<file path="src/rtl/class0_score_accumulator_if.sv">
// Handshake bundle between the class-0 popcount tree, the score
// accumulator and the class-decision logic.
interface class0_score_accumulator_if #(
   parameter int CNT_W   = 3,
   parameter int SCORE_W = 7
);
   logic               in_valid;
   logic               in_ready;
   logic [CNT_W-1:0]   in_count;
   logic [SCORE_W-1:0] thresh;
   logic               out_valid;
   logic               out_ready;
   logic [SCORE_W-1:0] out_score;
   logic               out_hit;

   // Upstream/downstream side that drives beats and consumes results.
   modport master (
      output in_valid, in_count, thresh, out_ready,
      input  in_ready, out_valid, out_score, out_hit
   );

   // Accumulator side.
   modport slave (
      input  in_valid, in_count, thresh, out_ready,
      output in_ready, out_valid, out_score, out_hit
   );
endinterface

</file>
<file path="src/rtl/class0_score_accumulator.sv">
// Sums BEATS popcount beats into one class-0 frame score and flags whether
// the score reaches the threshold sampled on the frame's final beat.
// The result register frees the input side for all but the final beat, so
// the next frame keeps streaming while a result waits for its consumer.
module class0_score_accumulator #(
   parameter int CNT_W   = 3,
   parameter int BEATS   = 16,
   parameter int SCORE_W = 7
) (
   input logic                        clk,
   input logic                        rst,
   class0_score_accumulator_if.slave  bus
);
   localparam int CNT_BW = (BEATS > 1) ? $clog2(BEATS) : 1;
   localparam logic [CNT_BW-1:0] LAST_BEAT = CNT_BW'(BEATS - 1);

   logic [SCORE_W-1:0] acc_q, acc_d;
   logic [CNT_BW-1:0]  cnt_q, cnt_d;
   logic [SCORE_W-1:0] score_q, score_d;
   logic               hit_q, hit_d;
   logic               vld_q, vld_d;
   logic               last_beat;
   logic               accept;
   logic [SCORE_W-1:0] sum;

   // Only the final beat stalls, and only while the previous result is unread.
   assign last_beat    = (cnt_q == LAST_BEAT);
   assign bus.in_ready = !rst && !(vld_q && !bus.out_ready && last_beat);
   assign accept       = bus.in_valid && bus.in_ready;
   assign sum          = acc_q + SCORE_W'(bus.in_count);

   assign bus.out_valid = vld_q;
   assign bus.out_score = score_q;
   assign bus.out_hit   = hit_q;

   // Next-state: accumulate, close the frame on the last beat, retire results.
   always_comb begin
      acc_d   = acc_q;
      cnt_d   = cnt_q;
      score_d = score_q;
      hit_d   = hit_q;
      vld_d   = vld_q;
      if (vld_q && bus.out_ready) begin
         vld_d = 1'b0;
      end
      if (accept) begin
         if (last_beat) begin
            // A frame closing in the same cycle the old result is taken
            // overrides the clear, giving back-to-back results.
            score_d = sum;
            hit_d   = (sum >= bus.thresh);
            vld_d   = 1'b1;
            acc_d   = '0;
            cnt_d   = '0;
         end else begin
            acc_d = sum;
            cnt_d = cnt_q + CNT_BW'(1);
         end
      end
   end

   // State registers with synchronous reset; reset drops partial frames and pending results.
   always_ff @(posedge clk) begin
      if (rst) begin
         acc_q   <= '0;
         cnt_q   <= '0;
         score_q <= '0;
         hit_q   <= 1'b0;
         vld_q   <= 1'b0;
      end else begin
         acc_q   <= acc_d;
         cnt_q   <= cnt_d;
         score_q <= score_d;
         hit_q   <= hit_d;
         vld_q   <= vld_d;
      end
   end
endmodule

</file>
<file path="src/flat_wrapper.sv">
// flat-port wrapper written by rule: the top's interface ports become plain ports
module class0_score_accumulator_flat 
#(
   parameter int CNT_W   = 3,
   parameter int BEATS   = 16,
   parameter int SCORE_W = 7
)
  (clk, rst, bus_in_valid, bus_in_count, bus_thresh, bus_out_ready, bus_in_ready, bus_out_valid, bus_out_score, bus_out_hit);
  class0_score_accumulator_if #(.CNT_W(CNT_W), .SCORE_W(SCORE_W)) bus_i ();
  input logic clk;
  input logic rst;
  input wire logic [$bits(bus_i.in_valid)-1:0] bus_in_valid;
  input wire logic [$bits(bus_i.in_count)-1:0] bus_in_count;
  input wire logic [$bits(bus_i.thresh)-1:0] bus_thresh;
  input wire logic [$bits(bus_i.out_ready)-1:0] bus_out_ready;
  output wire logic [$bits(bus_i.in_ready)-1:0] bus_in_ready;
  output wire logic [$bits(bus_i.out_valid)-1:0] bus_out_valid;
  output wire logic [$bits(bus_i.out_score)-1:0] bus_out_score;
  output wire logic [$bits(bus_i.out_hit)-1:0] bus_out_hit;
  assign bus_i.in_valid = bus_in_valid;
  assign bus_i.in_count = bus_in_count;
  assign bus_i.thresh = bus_thresh;
  assign bus_i.out_ready = bus_out_ready;
  assign bus_in_ready = bus_i.in_ready;
  assign bus_out_valid = bus_i.out_valid;
  assign bus_out_score = bus_i.out_score;
  assign bus_out_hit = bus_i.out_hit;
  class0_score_accumulator #(.CNT_W(CNT_W), .BEATS(BEATS), .SCORE_W(SCORE_W)) u_core (.clk(clk), .rst(rst), .bus(bus_i));
endmodule
</file>
<file path="config.mk">
export PLATFORM = sky130hd
export DESIGN_NAME = class0_score_accumulator_flat
export DESIGN_NICKNAME = d
export VERILOG_FILES = /design/src/rtl/class0_score_accumulator_if.sv /design/src/rtl/class0_score_accumulator.sv /design/src/flat_wrapper.sv
export SDC_FILE = /design/constraint.sdc
export NUM_CORES = 1
export LEC_CHECK = 0
export ABC_AREA = 1
export CORE_MARGIN = 4
export CORE_UTILIZATION = 54
export DETAILED_ROUTE_END_ITERATION = 6
export PLACE_DENSITY = 0.86
export SYNTH_ARGS = -nofsm -noshare
export SYNTH_HDL_FRONTEND = slang
export SYNTH_SLANG_ARGS = --single-unit
</file>
<file path="constraint.sdc">
create_clock -name clk -period 4.8 [get_ports clk]
set_input_delay 0.72 -clock clk [delete_from_list [all_inputs] [get_ports clk]]
set_output_delay 0.72 -clock clk [all_outputs]
set_load 0.05 [all_outputs]
</file>
==> flow_metrics.py <==
metrics = {
    "outcome": {
        "status": "finished clean",
    },
    "logic_synthesis": {
        "synth_top_area_frac": 0.331,
        "synth.top_cells.by_area": "dfxtp_1 (33%), nand2_1 (17%), ha_1 (11%)",
        "yosysSeqAreaShare": 0.331,
        "syn_area_um2": 1210,
        "synth_ff_type": "dfxtp_1",
        "synth.most_common_cell": "nand2_1",
        "synthArstFlopShare": 0,
        "synthCells": 169,
        "ys_top_cells_by_count": "nand2_1 (55), inv_1 (21), dfxtp_1 (20)",
        "synth-seq-cells": 20,
        "synth_area_leader_cell": "dfxtp_1",
        "synth.net_count": 195,
        "syn_avg_cell_area_um2": 7.15,
        "synth_edf_count": 0,
        "yosys_warnings": 0,
        "synth_cell_types": 23,
    },
    "setup_path": {
        "required_ns": 4.08,
        "critPathArrivalTime_ns": 2.59,
        "crit_top_cell": "clkdlybuf4s50_1",
        "slowest_delay_ns": 0.85,
        "end_kind": "output pin",
        "path_cells": "clkdlybuf4s50_1, a21oi_1, clkdlybuf4s50_1",
        "crit_slowest_cell": "clkdlybuf4s50_1",
        "cp-start-kind": "input pin",
        "worst-setup-path-type": "input pin to output pin",
        "critPathMaxFanout": 12,
    },
    "route": {
        "vias": 1137,
        "drt_iter0_drc": 34,
        "wl_um": 2790,
        "ant_nets": 0,
        "dr.pass1.iters": 4,
        "via_per_inst": 5.17,
        "wl_per_cell_um": 12.7,
        "drc": 0,
    },
    "clock_tree": {
        "htree_levels": 1,
        "cts_setup_buffers": 0,
        "ctsResizeCount": 0,
        "clk_pin_slew_ns": 0.12,
        "cts_buffers": 3,
        "cts_tree": "built",
        "root_buffer": "clkbuf_4",
        "clock_path_buffers": 2,
        "clkSinkCount": 20,
        "clk_latency_ns": 0.31,
        "holdBufCountCts": 0,
    },
    "floorplan": {
        "die_area_um2": 3060,
        "core_area_um2": 2040,
        "initial_utilization": 0.592,
        "fp.dieW_um": 55.3,
        "rows": 16,
        "num_io_pins": 24,
        "die_y_um": 55.3,
    },
    "grt": {
        "grt_first_pass_wirelength_um": 4690,
        "antenna_found_initial": 0,
        "busiest_layer": "met2",
        "grt_start_max_net_pins": 13,
        "grt_overflow": 0,
        "met1_usage": 0.234,
        "met2_usage": 0.314,
        "grt_pass1_vias": 1068,
        "use_met3": 0.0373,
        "grt.total_usage": 0.187,
    },
    "cells_and_area": {
        "nNetsFinal": 220,
        "area_growth_pct": 24.4,
        "stdcell_count": 220,
        "drive_above_1_share": 0.0725,
        "n_antenna_cell": 0,
    },
    "placed_design": {
        "dpl.cell_count": 216,
        "globalplace.congestion": 0.910,
        "portBuffers": 23,
        "dp_hpwl_um": 2090,
    },
    "timing": {
        "fin_setup_tns_ns": 0,
        "fin_crit_sh": 0.691,
        "period_needed_ns": 3.31,
        "skew_ns": 0.00273,
        "setup_violations": 0,
        "final_hold_viol_count": 0,
        "fmax_ghz": 0.302,
        "drv_slew": 0,
        "slew_headroom": 0.641,
        "rsz0062_at_grt": "false",
        "tightest_slew_ns": 0.537,
    },
    "pwr": {
        "p_leak_nw": 0.699,
        "power_density_nw_per_um2": 247,
        "power.internal_w": 0.000279,
        "pwr-share-comb": 0.157,
        "p_sw_w": 0.0000926,
        "share_seq_of_total_power": 0.463,
        "peakVddDrop_uv": 151,
        "swShare": 0.249,
        "clockPowerShare": 0.380,
    },
    "run": {
        "max-cap-violations": 0,
    },
    "worst_hold_path": {
        "min_path_type": "flip-flop to flip-flop",
    },
}
[power groups by stage]
stage	Sequential [W]	Combinational (W)	Clock (W)
global placement	0.000175	0.0000540	0
global route	0.000172	0.0000644	0.000147
detailed placement	0.000175	0.0000569	0
finish	0.000172	0.0000584	0.000141
CTS	0.000172	0.0000575	0.000142
floorplan	0.000175	0.0000364	0
[per-stage QoR]
step / total power, W / instance area [µm²] / util / hold slack (ns) / worst slack (ns)
after floorplan: 0.000211 / 1210 / - / 0.443 / 2.33
after global placement: 0.000229 / 1450 / 0.711 / 0.429 / 1.53
after detailed placement: 0.000232 / 1450 / 0.711 / 0.433 / 1.48
after CTS: 0.000371 / 1500 / 0.737 / 0.455 / 1.49
after global routing: 0.000384 / 1500 / 0.737 / 0.483 / 1.42
final: 0.000372 / 1500 / 0.737 / 0.456 / 1.49
[metal layers]
metal,up-vias,part of all wire
li1,590,-
met1,506,0.45
met2,37,0.48
met3,4,0.054
met4,0,0.013
met5,-,0
[critical path, delay by kind of cell]
family,cells,cell delay [ns]
compound gates,1,0.34
buf+inv,2,1.53
[final cells by class]
type / instances / area [µm²]
sequential: 20 / 400
tap: 27 / 33.8
timing repair buffer: 23 / 230
inverter: 23 / 86.3
fill: 156 / 538
clock inverter: 1 / 30.0
multi-input combinational: 123 / 701
clock buffer: 3 / 22.5
[placed cells by master (no fill, tap or decap)]
cell,synthesis,routed
a21oi_2,3,3
fa_1,1,1
nand4_2,1,1
inv_1,21,21
nand2_1,55,55
o21a_1,1,1
clkdlybuf4s50_1,0,23
and2_1,3,3
nand2_2,1,1
nand3b_1,3,3
o21ai_0,2,2
nor2_1,5,5
inv_2,2,2
clkbuf_4,0,3
nand4_1,3,3
dfxtp_1,20,20
o21ai_1,3,3
a21oi_1,10,10
nand3_1,16,16
bufinv_16,0,1
xor2_1,2,2
nor2_4,2,2
ha_1,11,11
nand3_2,1,1
[flip-flops by register name, summed over array words and instances, names as in the netlist]
name                  count
u_core.acc_q              7
u_core.bus.out_valid      1
u_core.cnt_q              4
u_core.bus.out_hit        1
u_core.bus.out_score      7
[path summary, 6_finish.rpt]
check	slack, ns	end	depth (start not counted)	start
min reg2reg	0.46	u_core.bus.out_score[1]$_SDFFE_PP0P_	2	u_core.bus.out_score[1]$_SDFFE_PP0P_
min	0.46	u_core.bus.out_score[1]$_SDFFE_PP0P_	2	u_core.bus.out_score[1]$_SDFFE_PP0P_
max	1.49	bus_in_ready	3	rst
max reg2reg	2.45	u_core.bus.out_hit$_SDFFE_PP0P_	10	u_core.acc_q[0]$_SDFFE_PP0P_
[logic make-up (layout without fill, tap and decap cells)]
| logic type | after synthesis | in the layout | share of synthesized area |
|---|---|---|---|
| DFF | 20 | 20 | 0.331 |
| and+or+nand+nor | 90 | 90 | 0.345 |
| buffers and inverters | 26 | 50 | 0.0890 |
| adders and majority gates | 12 | 12 | 0.130 |
| AOI/OAI and AO/OA | 19 | 19 | 0.0901 |
| xor gates and xnor gates | 2 | 2 | 0.0145 |
(Power assumes the default switching activity.)
==> patch (same settings) <==
`BEATS` is set to 16 in 2 places; all go to 32.
--- a/src/rtl/class0_score_accumulator.sv
+++ b/src/rtl/class0_score_accumulator.sv
@@ -4,7 +4,7 @@
 // the next frame keeps streaming while a result waits for its consumer.
 module class0_score_accumulator #(
    parameter int CNT_W   = 3,
-   parameter int BEATS   = 16,
+   parameter int BEATS   = 32,
    parameter int SCORE_W = 7
 ) (
    input logic                        clk,
--- a/src/flat_wrapper.sv
+++ b/src/flat_wrapper.sv
@@ -2,7 +2,7 @@
 module class0_score_accumulator_flat 
 #(
    parameter int CNT_W   = 3,
-   parameter int BEATS   = 16,
+   parameter int BEATS   = 32,
    parameter int SCORE_W = 7
 )
   (clk, rst, bus_in_valid, bus_in_count, bus_thresh, bus_out_ready, bus_in_ready, bus_out_valid, bus_out_score, bus_out_hit);
Check against the original RTL: no difference found for any inputs over 10 cycles, from zero or initial values and one cycle with rst high; that may be too few to reach the edited logic, so the function may still have changed.
==> patch against the original RTL <==
  * Worst hold slack got worse by 0.0013 ns
  * Final area grew 2.6%
  * Register-to-register slack improved by 0.05 ns
  * Power fell by 14%
  * First-iteration DRC count shrank 26%
  * Setup slack worse by 0.035 ns
  * Routed wire length down 5.5%
  * Sequential cell count rose by 1
  * Die area increased by 4.1%
  * Synthesized area rose by 4.9%
  * Critical endpoint unchanged
  * Largest cell class unchanged
==> patch: results (changes against the original RTL) <==
[synthesis]
netlist_top_cells_count = 57 x nand2_1, 29 x inv_1, 21 x dfxtp_1, 12 x ha_1, 12 x nand3_1
yosys.area_share.xor_xnor = 0.00691  ; -0.00758
synth_compound_area_frac = 0.0987  ; +0.00865
synth.area.mux_share = 0  ; unchanged
syn_nets = 204  ; +4.6%
yosysUniqueCellTypes = 26  ; +13%
seq_area_frac_synth = 0.332  ; +0.000425
synthTopCellsByArea = dfxtp_1 33%, nand2_1 17%, ha_1 12%
synthAdderAreaFrac = 0.134  ; +0.00382

[layout]
nNetsFinal = 230  ; +4.5%
layout-drive-gt1-share = 0.0495  ; -0.0230
fill_cells = 187  ; +20%

[grt]
antenna_found_initial = 0  ; unchanged
grt_start_max_net_pins = 13  ; unchanged
grt_pass1_wl_um = 4440  ; -5.3%
grt_pass1_vias = 1091  ; +2.2%
grt_use_total = 0.172  ; -0.0154

[timing]
hold_ws_ns = 0.455  ; -0.00130 ns
clock_skew_ns = 0.00345  ; +0.000722 ns
setup_ws_ns = 1.45  ; -0.0349 ns
worst_pin_slew_ns = 0.646  ; +0.109 ns

[clock_network]
max-clock-path-buffers = 2  ; unchanged
clk_pin_slew_worst_paths_ns = 0.11

[hold_path]
worstHoldStart = u_core.bus.out_score[2]
whs_endpoint = u_core.bus.out_score[2]

[drt]
drt_iter0_drc = 25  ; -26%
drt-met1-wl_um = 1100  ; -13%
wirelength_um = 2640  ; -5.5%
dr.pass1.iters = 4  ; unchanged
dr_wl_met3_um = 155  ; +3.3%
wl_met2_um = 1360  ; +1.5%
viasPerCell = 5.06  ; -2.1%

[setup_path]
r2r_start = u_core.acc_q[0]
reg2reg_slack_ns = 2.50  ; +0.05 ns
arrival_ns = 2.63  ; +0.04 ns
crit_fanout = 12  ; unchanged
reg2regPathDepth = 12  ; +2

[pwr]
leakagePower_nw = 0.711  ; +1.7%
vdd_drop_max_uv = 156  ; +3.4%

[place]
finalWeightedCongestion = 0.799  ; -12%
dp_hpwl_um = 2170  ; +3.8%
pre_cts_ws_ns = 1.43  ; -0.0523 ns

[run_status]
outcome = completed

## patch: worst max-delay path by stage
stage | startpoint | endpoint | cells past startpoint
2_1_floorplan | bus_in_count[0] | u_core.bus.out_hit | 13
3_3_place_gp | rst | bus_in_ready | 5
3_5_place_dp | rst | bus_in_ready | 5
4_1_cts | rst | bus_in_ready | 5
5_1_grt | rst | bus_in_ready | 5
6_report | rst | bus_in_ready | 5
## patch: cells by family (layout without fill, tap and decap cells)
kind of cell,Yosys count,after routing
buffers and inverters,33,58
flip-flops,21,21
XOR/XNOR,1,1
AO/OA/AOI/OAI,23,23
adder cells (fa/ha/maj),13,13
AND/OR/NAND/NOR,86,86
## patch: where the power goes
part / internal, W / switching [W]
Combinational: 0.0000252 / 0.0000300
Clock: 0.0000323 / 0.0000512
Sequential: 0.000177 / 0.00000216
Total: 0.000234 / 0.0000834
## patch: metrics by stage
step | total power [W] | area, um^2 | cells
3_3_place_gp | 0.000236 | 1520 | 226
5_1_grt | 0.000337 | 1540 | 230
4_1_cts | 0.000322 | 1540 | 230
3_5_place_dp | 0.000239 | 1520 | 226
2_1_floorplan | 0.000218 | 1270 | 177
6_report | 0.000318 | 1540 | 230
## patch: metal layers
layer	vias up	track usage
met4	0	0.0542
met5	-	0
met1	520	0.202
met2	32	0.309
met3	4	0.0345
li1	608	-
## patch: area by class of cell
class | instances | area share
repair buffers | 23 | 0.149
inverters | 31 | 0.0787
multi-input cells | 123 | 0.460
well taps | 28 | 0.0227
clock buffers | 4 | 0.0170
flip-flops and latches | 21 | 0.273
## patch: worst max-delay path, cell delays in order
cell             delay [ns]
clkdlybuf4s50_1        0.73
inv_2                  0.27
nand2_1                0.07
inv_1                  0.05
clkdlybuf4s50_1        0.79
